## config.mk

```make
export PLATFORM = sky130hd
export DESIGN_NAME = alu_core
export DESIGN_NICKNAME = d
export VERILOG_FILES = /design/src/rtl/alu_core.sv
export SDC_FILE = /design/constraint.sdc
export NUM_CORES = 1
export LEC_CHECK = 0
export BUFFER_PORTS_ARGS = -buffer_cell sky130_fd_sc_hd__clkbuf_2
export CORE_MARGIN = 4
export CORE_UTILIZATION = 49
export DETAILED_ROUTE_END_ITERATION = 12
export GPL_ROUTABILITY_DRIVEN = 0
export HOLD_SLACK_MARGIN = 0.1
export PLACE_DENSITY = 0.65
export SLEW_MARGIN = 20
export SYNTH_ARGS = -nofsm -noshare
export SYNTH_HDL_FRONTEND = slang
export SYNTH_SLANG_ARGS = --single-unit
export TNS_END_PERCENT = 50
```

## constraint.sdc

```tcl
create_clock -name clk -period 4.55 [get_ports clk]
set_input_delay 0.6825 -clock clk [delete_from_list [all_inputs] [get_ports clk]]
set_output_delay 0.6825 -clock clk [all_outputs]
set_load 0.005 [all_outputs]
```

## src/rtl/alu_core.sv

```systemverilog
// alu_core: single-issue ALU execution engine for the ALU_in / ALU_out bus.
// add/and/xor finish in one cycle at full throughput. mul is an iterative
// shift-add unit that takes W cycles and drops `ready` while it runs.
// Optional feature: define ALU_CORE_ILLEGAL_OP_ERR_EN to make reserved opcodes
// (5..7) complete with an `err` pulse. Without it, they behave as no_op.
module alu_core #(
   parameter int ALU_IN_OP_WIDTH = 8
) (
   input  logic                           clk,
   input  logic                           rst,
   input  logic                           alu_rst,
   input  logic                           valid,
   output logic                           ready,
   input  logic [2:0]                     op,
   input  logic [ALU_IN_OP_WIDTH-1:0]     a,
   input  logic [ALU_IN_OP_WIDTH-1:0]     b,
   output logic                           done,
   output logic [2*ALU_IN_OP_WIDTH-1:0]   result,
   output logic                           err
);

   localparam int W  = ALU_IN_OP_WIDTH;
   localparam int RW = 2 * W;
   localparam int CW = $clog2(W + 1);

   localparam logic [2:0] OP_NOP = 3'd0;
   localparam logic [2:0] OP_ADD = 3'd1;
   localparam logic [2:0] OP_AND = 3'd2;
   localparam logic [2:0] OP_XOR = 3'd3;
   localparam logic [2:0] OP_MUL = 3'd4;

   typedef enum logic {ST_IDLE = 1'b0, ST_MUL = 1'b1} state_t;

   state_t          state_reg, state_next;
   logic [CW-1:0]   count_reg;
   logic [RW-1:0]   mcand_reg;
   logic [W-1:0]    mplier_reg;
   logic [RW-1:0]   acc_reg;
   logic [RW-1:0]   result_reg;
   logic            done_reg;
   logic            err_reg;

   logic [RW-1:0]   addend;
   logic [RW-1:0]   acc_sum;
   logic            accept;
   logic            last_iter;

   assign accept    = valid && ready;
   assign last_iter = (count_reg == CW'(1));

   // Partial product for this iteration: multiplicand gated by the multiplier LSB.
   for (genvar gi = 0; gi < RW; gi++) begin : g_pp
      assign addend[gi] = mcand_reg[gi] & mplier_reg[0];
   end

   assign acc_sum = acc_reg + addend;

   // State register: IDLE accepts requests, MUL runs the shift-add loop.
   always_ff @(posedge clk or posedge rst) begin
      if (rst) state_reg <= ST_IDLE;
      else     state_reg <= state_next;
   end

   // Next state: soft clear wins. A mul request enters MUL, and the last iteration returns to IDLE.
   always_comb begin
      state_next = state_reg;
      if (alu_rst) begin
         state_next = ST_IDLE;
      end else begin
         case (state_reg)
            ST_IDLE: if (accept && op == OP_MUL) state_next = ST_MUL;
            ST_MUL:  if (last_iter)              state_next = ST_IDLE;
            default: state_next = ST_IDLE;
         endcase
      end
   end

   // Output decode: accept only in IDLE, and never while the soft clear is asserted.
   always_comb begin
      ready = (state_reg == ST_IDLE) && !alu_rst;
   end

   // Datapath: one-cycle ops, mul iterations, and the registered result/done/err outputs.
   always_ff @(posedge clk or posedge rst) begin
      if (rst) begin
         count_reg  <= '0;
         mcand_reg  <= '0;
         mplier_reg <= '0;
         acc_reg    <= '0;
         result_reg <= '0;
         done_reg   <= 1'b0;
         err_reg    <= 1'b0;
      end else if (alu_rst) begin
         // Abort any in-flight mul. The partial accumulator is never exposed.
         count_reg  <= '0;
         acc_reg    <= '0;
         result_reg <= '0;
         done_reg   <= 1'b0;
         err_reg    <= 1'b0;
      end else begin
         done_reg <= 1'b0;
         err_reg  <= 1'b0;
         if (accept) begin
            case (op)
               OP_ADD: begin
                  result_reg <= RW'(a) + RW'(b);
                  done_reg   <= 1'b1;
               end
               OP_AND: begin
                  result_reg <= RW'(a & b);
                  done_reg   <= 1'b1;
               end
               OP_XOR: begin
                  result_reg <= RW'(a ^ b);
                  done_reg   <= 1'b1;
               end
               OP_MUL: begin
                  mcand_reg  <= RW'(a);
                  mplier_reg <= b;
                  acc_reg    <= '0;
                  count_reg  <= CW'(W);
               end
               OP_NOP: begin
                  // Accepted but produces nothing.
               end
               default: begin
`ifdef ALU_CORE_ILLEGAL_OP_ERR_EN
                  result_reg <= '0;
                  done_reg   <= 1'b1;
                  err_reg    <= 1'b1;
`endif
               end
            endcase
         end else if (state_reg == ST_MUL) begin
            acc_reg    <= acc_sum;
            mcand_reg  <= mcand_reg << 1;
            mplier_reg <= mplier_reg >> 1;
            count_reg  <= count_reg - CW'(1);
            if (last_iter) begin
               result_reg <= acc_sum;
               done_reg   <= 1'b1;
            end
         end
      end
   end

   assign done   = done_reg;
   assign result = result_reg;
   assign err    = err_reg;

endmodule
```

==> results of run 1 <==
==> cell type report <==
cell class / instances / area [sq um] / area share (%)
timing repair buffer: 44 / 230 / 5.21
clock inverter: 5 / 57.6 / 1.30
multi-input combinational: 328 / 2260 / 51.1
inverter: 11 / 41.3 / 0.934
sequential: 62 / 1550 / 35.1
clock buffer: 11 / 151 / 3.43
tap: 102 / 128 / 2.89
==> stage by stage <==
step                      util (%)  power [mW]  hold slack, ps  area [sq um]  setup slack [ps]
after global routing          56.9        1.47             474          4420              1700
after global placement        54.2       0.894             458          4210              1890
final                         56.9        1.39             423          4420              1890
after detailed placement      54.2       0.901             468          4210              1800
after floorplan                  -       0.816             441          3940              2000
after CTS                     56.9        1.40             431          4420              1890
==> power by group through the flow <==
| stage | combinational [mW] | clock [mW] | sequential [mW] |
|---|---|---|---|
| 5_1_grt | 0.271 | 0.540 | 0.660 |
| 3_3_place_gp | 0.235 | 0 | 0.659 |
| 2_1_floorplan | 0.176 | 0 | 0.640 |
| 4_1_cts | 0.241 | 0.511 | 0.652 |
| 3_5_place_dp | 0.239 | 0 | 0.662 |
| 6_report | 0.241 | 0.499 | 0.652 |
==> worst paths after layout <==
kind,endpoint,start,cells past startpoint,slack [ps]
setup / recovery,result[12],mplier_reg[0],10,1890
hold reg to reg,count_reg[3],count_reg[3],1,480
min in group clk,count_reg[3],count_reg[3],1,480
setup reg to reg,result[12],mplier_reg[0],10,1890
max in group asynchronous,mcand_reg[1],rst,3,3230
hold / removal,result[14],rst,2,420
==> per-layer routing <==
metal	GRT usage [%]	vias to the layer above
li1	-	1599
met1	32.8	1593
met2	32.6	104
met3	5.03	12
met4	6.71	0
met5	0	-
==> critical path, cell delays in order (launching register included) <==
cell	delay [ps]
dfrtp_1	510
and2_1	220
ha_1	200
inv_1	70
fa_1	270
nor2b_4	60
o31a_4	290
o2111ai_4	230
a21oi_2	90
or3_1	330
a32o_2	270
==> placed cells by master (no fill, tap or decap), drive strengths merged, types with 6 or more instances in the layout <==
cell type,n
xor2,7
clkbuf,51
xnor2,8
o21ai,46
a22o,19
nand3,9
ha,25
and2,19
nor2,25
nand2,46
dfrtp,62
inv,11
mux2i,16
nor3,7
a21o,6
a21oi,24
==> logic make-up after synthesis <==
kind of cell | Yosys count | share of synthesized area, %
xor+xnor | 15 | 3.34
buf+inv | 32 | 3.37
mux | 16 | 4.07
other cells | 1 | 0.0953
flops | 62 | 39.4
fa+ha+maj | 27 | 8.97
simple gates | 132 | 16.8
compound gates | 137 | 23.9
==> metrics, run 1 <==
status=complete, no violations; CTS H-Tree Depth=3; P_leak=between 2 and 2.5 nW; filler instances=700; clock root cell=clkbuf_8; number of diodes=0; top routing layer in use=met4; FFs w/ async S/R, synth=between 90% and 100%; 1st-iter DRT viols=approximately 210; Mapped Cells=approximately 420; synth unique cells=64; Max Cap Violations=0; Pre-antenna DRT Iters=5; # rows=32; initial antenna violation count=0; global route overflow=0; Worst Path Required=4780 ps; # setup viols final=0; WL met2=4500 um; Mapped Area=0.00394 sq mm; largest net degree at the start of global routing=42; DRT antenna net count=0; clk_lat worst skew=340 ps; setup bufs post-CTS=0; placed cells=547; DP HPWL=7660 um; Clock Power Share=35.9%; Fin. Hold Viols=0; worst relative slew slack=between 30% and 40%; total CTS buffers=9; Worst Hold Class=input port to asynchronous set/reset pin; Synth Register Bits=slightly above 60; most frequent cell after synthesis=dfrtp_1; nets@finish=506; post-synthesis sequential area ratio=39.4%; Seq pwr share=46.8%; Detailed Route WL=slightly above 10,000 um; DRT met1 WL=4880 um; setup TNS=0 ps; Post-synth EDFFs=0; Critical Path Start Type=flip-flop; VDD IR max=0.173 mV; Die Y=97.6 um; final cell count without fillers=563; P_int=0.984 mW; Synth Area per Inst=9.32 sq um; Area growth syn-to-layout=12.3%; P_sw=a little over 0.4 mW; post-synth top area share=roughly two fifths; Die X=about 98 um; crit share post-route=58.5%; Final Slew Violations=0; core area=0.00777 sq mm; Tmin final=2660 ps; Vias/cell=5.88; Switching Fraction=29.3%; peak fanout along the critical path=17; WL/cell=17.9 um; largest cells by area after synthesis=dfrtp_1, ha_1, o21ai_0, nand2_1, a22o_1; clock sink total=62; endpoint class of the critical path=flip-flop; first-pass GRT wire length=16,900 um; syn_nets=472; RSZ-0062 raised after global routing=false; met3 WL=556 um; Worst Skew=between 10 and 15 ps; Arr. time, crit path=2890 ps; IO Port Bufs=40; commonest cells in the netlist=dfrtp_1, nand2_1, o21ai_0; Slew @ Worst Pin=983 ps; via count=3,308; total die area=0.00953 sq mm; total track usage=22.3%; worst setup path class=flip-flop to flip-flop; logic gate share of total power=17.3%; cts hold-fix bufs=0; IO Pins=42; PwrDens=315 mW/mm^2; vias in the first global route=between 3,000 and 4,000; clock buffer depth=2; CTS tree=built; YS warnings=0; Top FF cell, synth=dfrtp_1; share of cells above drive strength 1=16.5%; Yosys top cell by area=dfrtp_1; drt drc=0; Worst-path clk slew=70 ps; Initial Utilization=50.7%; Max Fclk=~380 MHz; post-CTS sizing=0
Power figures use the tool's default switching activity.
==> inputs of run 2 (changes only) <==
--- a/config.mk
+++ b/config.mk
@@ -11,7 +11,7 @@
 export DETAILED_ROUTE_END_ITERATION = 12
 export GPL_ROUTABILITY_DRIVEN = 0
 export HOLD_SLACK_MARGIN = 0.1
-export PLACE_DENSITY = 0.65
+export PLACE_DENSITY = 0.68
 export SLEW_MARGIN = 20
 export SYNTH_ARGS = -nofsm -noshare
 export SYNTH_HDL_FRONTEND = slang
==> constraint.sdc (replaced) <==
create_clock -name clk -period 2.3 [get_ports clk]
set_input_delay 0.345 -clock clk [delete_from_list [all_inputs] [get_ports clk]]
set_output_delay 0.345 -clock clk [all_outputs]
set_load 0.005 [all_outputs]
==> run 2 against run 1 <==
  * The flow now finishes with violations (setup timing)
  * Clock skew fell by 3.1 ps
  * Non-clock buffer count rose by 29
  * Register-to-register slack got worse by 2000 ps
  * Final cell count rose by 5.2%
  * Flip-flop and latch count did not move
  * Global-route usage rose by 0.39 points
  * Sequential power rose by 96%
  * Sequential share of layout area fell by 2.4 points
  * Worst hold slack got worse by 160 ps
  * Critical path type unchanged
  * Largest power group unchanged
==> metrics, run 2 (synthesis gave the netlist of run 1 again) <==
Hold EP=mplier_reg[7]; reg2reg end=result[12] (unchanged); number of diodes=0 (unchanged); clock root cell=clkbuf_8 (unchanged); worst r2r path cells=10 (unchanged); vias in the first global route=3,574 (was 3,282); worst relative slew slack=58.6% (was 34.1%); Area growth syn-to-layout=20.5% (was 12.3%); Crit-path slowest cell=dfrtp_2 (was dfrtp_1); Vias/cell=5.76 (was 5.88); via count=3,412 (was 3,308); clock sink total=62 (unchanged); Arr. time, crit path=2630 ps (was 2890 ps); Worst Skew=9.45 ps (was 12.6 ps); clk_lat worst skew=350 ps (was 340 ps); Detailed Route WL=10,400 um (was 10,100 um); critical-path cell list=and2_4 > ha_4 > inv_2 > fa_2 > nor2b_4 > o31a_4 > o2111ai_4 > a21oi_2 > or3_4 > a32o_2 (was and2_1 > ha_1 > inv_1 > fa_1 > nor2b_4 > o31a_4 > o2111ai_4 > a21oi_2 > or3_1 > a32o_2); CTS H-Tree Depth=3 (unchanged); global route overflow=0 (unchanged); Tmin final=2390 ps (was 2660 ps); endpoint class of the critical path=flip-flop (unchanged); Max Cap Violations=0 (unchanged); worst setup path class=flip-flop to flip-flop (unchanged); IO Port Bufs=40 (unchanged); nets@finish=535 (was 506); Final Slew Violations=0 (unchanged); drt drc=0 (unchanged); VDD IR max=0.350 mV (was 0.173 mV); hold depth=3; # setup viols final=4 (was 0); Final WS setup=-91.0 ps (was 1890 ps); RSZ-0062 raised after global routing=true (was false); initial antenna violation count=0 (unchanged); max incr delay on CP=440 ps (was 510 ps); placed cells=574 (was 547); core area=0.00777 sq mm (unchanged); Worst Hold Class=input port to flip-flop (was input port to asynchronous set/reset pin); Tot Pwr=2.83 mW (was 1.39 mW); Worst-path clk slew=70 ps (about the same); P_leak=2.31 nW (was 2.17 nW); DRT antenna net count=0 (unchanged); worst r2r src=mplier_reg[0] (unchanged); Worst Path Required=2540 ps (was 4780 ps); Critical Path Start Type=flip-flop (unchanged); share of cells above drive strength 1=24.5% (was 16.5%); GR met3 Demand/Resource=5.60% (was 5.03%); status=finished with violations (was complete, no violations); Initial Utilization=50.7% (unchanged); reg-to-reg slack, setup=-90 ps (was 1890 ps); largest net degree at the start of global routing=32 (was 42); Worst Min Path Start=b[7]; total die area=0.00953 sq mm (unchanged); Die Y=97.6 um (unchanged); grt peak-use layer=met2 (was met1); PwrDens=597 mW/mm^2 (was 315 mW/mm^2); total CTS buffers=9 (unchanged); filler instances=688 (was 700); total track usage=22.7% (was 22.3%); first-pass GRT wire length=17,500 um (was 16,900 um); Slew @ Worst Pin=620 ps (was 983 ps); most common cell after layout, fill and taps aside=dfrtp_1 (unchanged); CTS tree=built (unchanged); 1st-iter DRT viols=185 (was 209); met2 Track Usage GR=36.4% (was 32.6%); Die X=97.6 um (unchanged); most frequent cells in the layout=dfrtp_1, nand2_1, o21ai_0, clkbuf_2, buf_4 (was dfrtp_1, nand2_1, o21ai_0, clkbuf_2); Pre-antenna DRT Iters=5 (unchanged); Fin. Hold Viols=0 (unchanged); WL/cell=17.5 um (was 17.9 um); final cell count without fillers=592 (was 563); IO Pins=42 (unchanged); Worst Setup SP=mplier_reg[0] (unchanged); grt met1 use=29.5% (was 32.8%); clock buffer depth=2 (unchanged); crit share post-route=104% (was 58.5%); # rows=32 (unchanged); peak fanout along the critical path=6 (was 17); failing checks=setup timing; DP HPWL=7710 um (was 7660 um); Max Fclk=418 MHz (was 376 MHz); setup TNS=-115 ps (was 0 ps)
[run 2: critical path: cells and delay by family, from the launching register on]
kind                       cells  cell delay, ps
AOI/OAI and AO/OA              4             860
and+or+nand+nor                3             560
DFF                            1             440
adders and majority gates      2             370
buffers and inverters          1              50
[run 2: layout make-up]
cell class              count  area [sq um]  area share, %
clock buffers              12           155           3.27
clock inverters             4          45.0          0.950
inverters                  11          41.3          0.870
multi-input cells         328          2360           49.7
flip-flops and latches     62          1550           32.7
well taps                 102           128           2.69
repair buffers             73           463           9.76
[run 2: metal layers]
metal  share of wire [%]  vias up
met3                 5.3       17
met2                  48       88
met5                   0        -
met1                  45     1651
li1                    -     1656
met4                 1.7        0
[run 2: worst max-delay path by stage]
stage,slack (ps),end,cells after the start
global route,-160,result[12],10
CTS,-90,result[12],10
global placement,-50,result[12],10
finish,-90,result[12],10
detailed placement,-110,result[12],10
floorplan,-160,result[12],11
[run 2: repair_timing]
action | CTS | global route
endpoints found under the setup margin | 7 | 19
endpoints found under the hold margin | 27 | 0
resized for setup | 3 | 15
hold buffers | 1 | 0
buffers inserted | 0 | 1
cloned | 0 | 0
pin swaps | 1 | 4
[run 2: power breakdown]
group          switching [mW]  internal, mW  total [mW]
sequential             0.0840          1.19        1.28
combinational           0.315         0.250       0.565
clock                   0.433         0.554       0.988
total                   0.833          2.00        2.83
[run 2: through the flow]
step | setup WS, ps | hold slack [ps] | utilization [%] | area (sq um)
floorplan | -155 | 441 | - | 3960
global placement | -51.2 | 429 | 57.2 | 4440
detailed placement | -106 | 445 | 57.2 | 4440
CTS | -92.3 | 253 | 60.1 | 4670
global route | -162 | 285 | 61.1 | 4740
finish | -91.0 | 262 | 61.1 | 4740
